--- src/rtl/fetch_queue_pkg.sv ---
// Shared fetch-pipeline types: entry layout and default queue depth.
package fetch_queue_pkg;
    localparam int INSTR_W           = 32;
    localparam int PC_W              = 32;
    localparam int FETCH_QUEUE_DEPTH = 4;

    typedef struct packed {
        logic [PC_W-1:0]    pc;
        logic [INSTR_W-1:0] instr;
    } fetch_entry_t;
endpackage

--- src/rtl/fetch_queue_if.sv ---
// IF/ID handshake bundle around the fetch queue; master is the pipeline side, slave is the queue.
interface fetch_queue_if #(
    parameter int DEPTH = fetch_queue_pkg::FETCH_QUEUE_DEPTH
);
    import fetch_queue_pkg::*;

    logic                   in_valid;
    logic [PC_W-1:0]        in_pc;
    logic [INSTR_W-1:0]     in_instr;
    logic                   flush;
    logic                   out_ready;
    logic                   out_valid;
    logic [PC_W-1:0]        out_pc;
    logic [INSTR_W-1:0]     out_instr;
    logic                   freeze;
    logic [$clog2(DEPTH):0] count;

    modport master (
        output in_valid, in_pc, in_instr, flush, out_ready,
        input  out_valid, out_pc, out_instr, freeze, count
    );

    modport slave (
        input  in_valid, in_pc, in_instr, flush, out_ready,
        output out_valid, out_pc, out_instr, freeze, count
    );
endinterface

--- src/rtl/fetch_queue_mem.sv ---
// Entry storage for the fetch queue: synchronous write, asynchronous read, no reset.
module fetch_queue_mem #(
    parameter int  DEPTH = fetch_queue_pkg::FETCH_QUEUE_DEPTH,
    localparam int PTR_W = $clog2(DEPTH)
) (
    input  logic                         clk,
    input  logic                         wr_en_i,
    input  logic [PTR_W-1:0]             wr_addr_i,
    input  fetch_queue_pkg::fetch_entry_t wr_data_i,
    input  logic [PTR_W-1:0]             rd_addr_i,
    output fetch_queue_pkg::fetch_entry_t rd_data_o
);
    import fetch_queue_pkg::*;

    fetch_entry_t mem_q [DEPTH];

    always_ff @(posedge clk) begin
        if (wr_en_i) begin
            mem_q[wr_addr_i] <= wr_data_i;
        end
    end

    assign rd_data_o = mem_q[rd_addr_i];
endmodule

--- src/rtl/fetch_queue.sv ---
// In-order fetch queue between IF and ID with full-freeze and branch flush.
// Optional zero-latency empty-queue bypass: define FETCH_QUEUE_BYPASS_EN.
module fetch_queue #(
    parameter int DEPTH = fetch_queue_pkg::FETCH_QUEUE_DEPTH
) (
    input  logic          clk,
    input  logic          rst,
    fetch_queue_if.slave  bus
);
    import fetch_queue_pkg::*;

    localparam int PTR_W = $clog2(DEPTH);
    localparam int CNT_W = PTR_W + 1;
    localparam logic [CNT_W-1:0] FULL_CNT = CNT_W'(DEPTH);

    logic [PTR_W-1:0] rd_ptr_q, rd_ptr_d;
    logic [PTR_W-1:0] wr_ptr_q, wr_ptr_d;
    logic [CNT_W-1:0] count_q, count_d;

    logic         full, empty, byp, byp_take;
    logic         out_valid, push, pop, wr_en, rd_en;
    fetch_entry_t wr_entry, head;

    assign wr_entry.pc    = bus.in_pc;
    assign wr_entry.instr = bus.in_instr;

    fetch_queue_mem #(.DEPTH(DEPTH)) u_mem (
        .clk       (clk),
        .wr_en_i   (wr_en),
        .wr_addr_i (wr_ptr_q),
        .wr_data_i (wr_entry),
        .rd_addr_i (rd_ptr_q),
        .rd_data_o (head)
    );

    always_comb begin
        full  = (count_q == FULL_CNT);
        empty = (count_q == '0);
        byp   = 1'b0;
`ifdef FETCH_QUEUE_BYPASS_EN
        byp   = empty && bus.in_valid && !bus.flush;
`endif
        out_valid = !empty || byp;
        // Full blocks the push even if the head leaves this cycle; IF re-presents it.
        push     = bus.in_valid && !full && !bus.flush;
        pop      = out_valid && bus.out_ready && !bus.flush;
        byp_take = byp && bus.out_ready;
        wr_en    = push && !byp_take;
        rd_en    = pop && !empty;
    end

    always_comb begin
        rd_ptr_d = rd_ptr_q;
        wr_ptr_d = wr_ptr_q;
        count_d  = count_q;
        if (bus.flush) begin
            rd_ptr_d = wr_ptr_q;
            count_d  = '0;
        end else begin
            if (wr_en) wr_ptr_d = wr_ptr_q + PTR_W'(1);
            if (rd_en) rd_ptr_d = rd_ptr_q + PTR_W'(1);
            case ({wr_en, rd_en})
                2'b10:   count_d = count_q + CNT_W'(1);
                2'b01:   count_d = count_q - CNT_W'(1);
                default: count_d = count_q;
            endcase
        end
    end

    always_ff @(posedge clk or negedge rst) begin
        if (!rst) begin
            rd_ptr_q <= '0;
            wr_ptr_q <= '0;
            count_q  <= '0;
        end else begin
            rd_ptr_q <= rd_ptr_d;
            wr_ptr_q <= wr_ptr_d;
            count_q  <= count_d;
        end
    end

    assign bus.out_valid = out_valid;
    assign bus.freeze    = full;
    assign bus.count     = count_q;
`ifdef FETCH_QUEUE_BYPASS_EN
    assign bus.out_pc    = byp ? bus.in_pc    : head.pc;
    assign bus.out_instr = byp ? bus.in_instr : head.instr;
`else
    assign bus.out_pc    = head.pc;
    assign bus.out_instr = head.instr;
`endif
endmodule

--- src/flat_wrapper.sv ---
// flat-port wrapper written by rule: the top's interface ports become plain ports
module fetch_queue_flat import fetch_queue_pkg::*;
#(
    parameter int DEPTH = fetch_queue_pkg::FETCH_QUEUE_DEPTH
)
  (clk, rst, bus_in_valid, bus_in_pc, bus_in_instr, bus_flush, bus_out_ready, bus_out_valid, bus_out_pc, bus_out_instr, bus_freeze, bus_count);
  fetch_queue_if #(.DEPTH(DEPTH)) bus_i ();
  input  logic clk;
  input  logic rst;
  input wire logic [$bits(bus_i.in_valid)-1:0] bus_in_valid;
  input wire logic [$bits(bus_i.in_pc)-1:0] bus_in_pc;
  input wire logic [$bits(bus_i.in_instr)-1:0] bus_in_instr;
  input wire logic [$bits(bus_i.flush)-1:0] bus_flush;
  input wire logic [$bits(bus_i.out_ready)-1:0] bus_out_ready;
  output wire logic [$bits(bus_i.out_valid)-1:0] bus_out_valid;
  output wire logic [$bits(bus_i.out_pc)-1:0] bus_out_pc;
  output wire logic [$bits(bus_i.out_instr)-1:0] bus_out_instr;
  output wire logic [$bits(bus_i.freeze)-1:0] bus_freeze;
  output wire logic [$bits(bus_i.count)-1:0] bus_count;
  assign bus_i.in_valid = bus_in_valid;
  assign bus_i.in_pc = bus_in_pc;
  assign bus_i.in_instr = bus_in_instr;
  assign bus_i.flush = bus_flush;
  assign bus_i.out_ready = bus_out_ready;
  assign bus_out_valid = bus_i.out_valid;
  assign bus_out_pc = bus_i.out_pc;
  assign bus_out_instr = bus_i.out_instr;
  assign bus_freeze = bus_i.freeze;
  assign bus_count = bus_i.count;
  fetch_queue #(.DEPTH(DEPTH)) u_core (.clk(clk), .rst(rst), .bus(bus_i));
endmodule
--- config.mk ---
export PLATFORM = sky130hd
export DESIGN_NAME = fetch_queue_flat
export DESIGN_NICKNAME = d
export VERILOG_FILES = /design/src/rtl/fetch_queue_pkg.sv /design/src/rtl/fetch_queue_if.sv /design/src/rtl/fetch_queue_mem.sv /design/src/rtl/fetch_queue.sv /design/src/flat_wrapper.sv
export SDC_FILE = /design/constraint.sdc
export NUM_CORES = 1
export LEC_CHECK = 0
export ABC_AREA = 1
export CORE_MARGIN = 5
export CORE_UTILIZATION = 42
export CTS_CLUSTER_SIZE = 14
export DETAILED_ROUTE_END_ITERATION = 8
export PLACE_DENSITY_LB_ADDON = 0.15
export SYNTH_ARGS = -nofsm -noshare
export SYNTH_HDL_FRONTEND = slang
export SYNTH_HIERARCHICAL = 1
export SYNTH_SLANG_ARGS = --single-unit
--- constraint.sdc ---
create_clock -name clk -period 17.9 [get_ports clk]
set_input_delay 3.58 -clock clk [delete_from_list [all_inputs] [get_ports clk]]
set_output_delay 3.58 -clock clk [all_outputs]
set_load 0.02 [all_outputs]
==> key figures <==
Logic synthesis
  • Area leader, netlist: edfxtp_1
  • Top cells by count, synth: 331 x nand2_1, 265 x inv_1, 256 x edfxtp_1
  • Seq cells post-synth: 263
  • Post-synthesis cell area: around 11000 µm²
  • Ys flop type: edfxtp_1
  • EDFF count, synth: 256
  • Synth area leaders: edfxtp_1 68%, nand2_1 11%, inv_1 8.9%, nand3_1 6.0%, dfrtp_1 1.6%
  • Ys Warns: 6
  • Post-synthesis cell type count: 25
  • Synth Area per Inst: about 11 µm²
  • Most frequent cell after synthesis: nand2_1
  • Post-synth ARST share: 2.66%
  • Post-synthesis sequential area ratio: 70.0%
  • Syn Nets: approximately 1100
  • Post-synth top area share: 68.4%
  • Cells after Synth: 1068

Clock tree
  • Cts repair resizes: 0
  • Max clock buf depth: 3
  • Clk sinks: 263
  • CTS Buf Count: 27
  • Post-CTS Setup Bufs: 0
  • Worst-skew pair later-pin latency: 520 ps
  • Root Driver: clkbuf_16
  • Htree depth: 1
  • Hold_buf cts: 0
  • Worst-path clk slew: 60 ps
  • CTS tree: built

Cells and area
  • Antenna Cells: 0
  • Sequential cell area: slightly below 8000 µm²
  • Layout net count: 1272
  • Area of the multi-input gates: between 2000 and 2500 µm²
  • Area Overhead vs Synth: 21.9%
  • Number of fill cells: around 2400
  • Layout cells sized above 1: between 5 and 6%

Timing
  • Setup ws final: ~11000 ps
  • Final Hold Viols: 0
  • Pins Over Slew Limit: 0
  • RSZ-0062 raised after global routing: no
  • Final min period: 7010 ps
  • Setup TNS: 0 ps
  • Final setup violation count: 0
  • Period utilization: 39.2%
  • Worst rel slew slack: 28.7%
  • FMAX: between 100 and 150 MHz
  • Tightest Pin Transition: between 1000 and 1500 ps
  • Final Skew: about 6.8 ps

Power and ir drop
  • Sequential share of power: a little under two fifths
  • Leakage: around 0.006 µW
  • Pwr Density: 149 nW/µm²
  • Clk network pwr share: about a quarter
  • VDD IR-drop max: 109 µV
  • Switching fraction of total power: between 30% and 40%
  • Pint: approximately 1300 µW
  • Gate power share: 36.5%
  • Switching power: between 700 and 800 µW

Routing
  • Routed wire length on met3: around 1100 µm
  • Top Layer Used: met5
  • Final WL: 23100 µm
  • Avg WL per Cell: 14.8 µm
  • DR WL met2: about 11000 µm
  • Drt pass-1 iters: 5
  • Post-route ant nets: 0
  • DRC: 0
  • Vias: between 7000 and 8000
  • Initial DRC Count: 403
  • Met1 Wirelength: 10400 µm
  • Vias per cell: approximately 4.5

GRT
  • Vias in the first global route: 7037
  • Grt total ovfl: 0
  • Antenna violations before repair: 1
  • Largest net degree at the start of global routing: 95
  • Total Routing Usage GR: around 15%
  • First-pass GRT wire length: 36700 µm

Floorplan
  • Initial Util: about 43%
  • Chip height: roughly 170 µm
  • Row count: 59
  • Core area: around 26000 µm²
  • Die area: approximately 30000 µm²
  • Die W: approximately 170 µm
  • Ports: 138

Setup path
  • Critical Path AT: between 3000 and 4000 ps
  • Worst Setup End Kind: output port
  • Crit Path Class: reg -> out
  • Worst reg2reg path endpoint: u_core/u_mem/mem_q[1][42]
  • R2R cell count: 7
  • Crit path launch type: flop
  • RR Startpoint: u_core/bus.count[0]
  • CP required: between 10000 and 15000 ps
  • Worst-path fanout max: 94
  • R2R Setup Slk: around 16000 ps

Status
  • Run status: finished clean

Placement
  • Placer's final routability congestion estimate: approximately 0.69
  • Post-DP HPWL: about 13000 µm
  • Pre-CTS worst setup slack: between 10000 and 15000 ps
  • Input/output buffers: 137

Worst hold path
  • Hold depth: 1
  • Min-delay src: u_core/wr_ptr_q[1]
  • Worst Hold End: u_core/wr_ptr_q[1]
  • Worst hold path class: reg -> reg

Job
  • Max_cap viols: 0
[how the worst max path moves through the flow]
| stage | startpoint | to | slack (ps) | depth (start not counted) |
|---|---|---|---|---|
| after floorplan | bus_flush | u_core/u_mem/mem_q[1][0] | 8960 | 6 |
| after global placement | u_core/rd_ptr_q[0] | bus_out_pc[31] | 11460 | 6 |
| after detailed placement | u_core/rd_ptr_q[0] | bus_out_pc[31] | 11430 | 6 |
| after CTS | u_core/rd_ptr_q[0] | bus_out_pc[31] | 10860 | 6 |
| after global routing | u_core/rd_ptr_q[0] | bus_out_instr[0] | 10650 | 6 |
| final | u_core/rd_ptr_q[0] | bus_out_pc[29] | 10890 | 6 |
[state kept, by name (all words and copies together), names as in the netlist]
name	count
u_core/bus.count	3
u_core/rd_ptr_q	2
u_core/u_mem/mem_q	256
u_core/wr_ptr_q	2
[power groups by stage]
| stage | Clock [µW] | Sequential, µW | Combinational [µW] |
|---|---|---|---|
| after floorplan | 0 | 792 | 450 |
| after global placement | 0 | 795 | 755 |
| after detailed placement | 0 | 797 | 758 |
| after CTS | 528 | 784 | 761 |
| after global routing | 553 | 791 | 816 |
| final | 511 | 784 | 744 |
[kinds of logic after synthesis]
| kind of cell | share of synthesized area (%) |
|---|---|
| compound gates | 0.323 |
| simple gates | 18.1 |
| flops | 70.0 |
| xor+xnor | 0.234 |
| buf+inv | 11.2 |
| fa+ha+maj | 0.178 |
[critical path, stage by stage (launching register included)]
cell and delay [ps]:
dfrtp_4 700, inv_4 370, buf_4 800, nand2_1 120
nand3_1 110, nand2_1 90, clkdlybuf4s50_1 540
[layout by cell type, fill, tap and decap left out, types with 2 or more instances in the layout]
master | netlist | layout
inv_1 | 265 | 265
nand3_1 | 135 | 135
dfrtp_1 | 7 | 5
clkbuf_8 | 0 | 2
inv_2 | 3 | 2
clkinv_1 | 0 | 5
buf_4 | 14 | 10
nor2_4 | 2 | 2
a21oi_1 | 2 | 2
nor3_2 | 0 | 4
nor2_1 | 6 | 6
clkbuf_1 | 4 | 5
xnor2_1 | 2 | 2
nand2_2 | 5 | 5
edfxtp_1 | 256 | 256
clkinv_2 | 0 | 7
clkbuf_16 | 0 | 27
clkdlybuf4s50_1 | 0 | 137
nand2_1 | 331 | 331
[routing by layer]
metal	vias to the layer above	global-route usage, %
met5	-	0
met4	2	3.59
met3	31	3.38
met2	134	26.3
met1	3308	19.5
li1	3604	-
[stage by stage]
step / cell area (µm²) / util, % / instances / total power [µW] / hold slack, ps
after floorplan: 11200 / - / 1068 / 1240 / 503
after global placement: 12900 / 49.2 / 1508 / 1550 / 567
after detailed placement: 12900 / 49.2 / 1508 / 1550 / 566
after CTS: 13700 / 52.3 / 1556 / 2070 / 579
after global routing: 13700 / 52.3 / 1556 / 2160 / 618
final: 13700 / 52.3 / 1556 / 2040 / 581
[final cells by class]
type | count | area share, %
flip-flops and latches | 263 | 57.4
well taps | 335 | 3.06
clock buffers | 34 | 5.27
repair buffers | 147 | 10.6
multi-input cells | 494 | 15.6
inverters | 269 | 7.43
clock inverters | 14 | 0.667
Note: power is estimated with default switching activity, not from simulation.
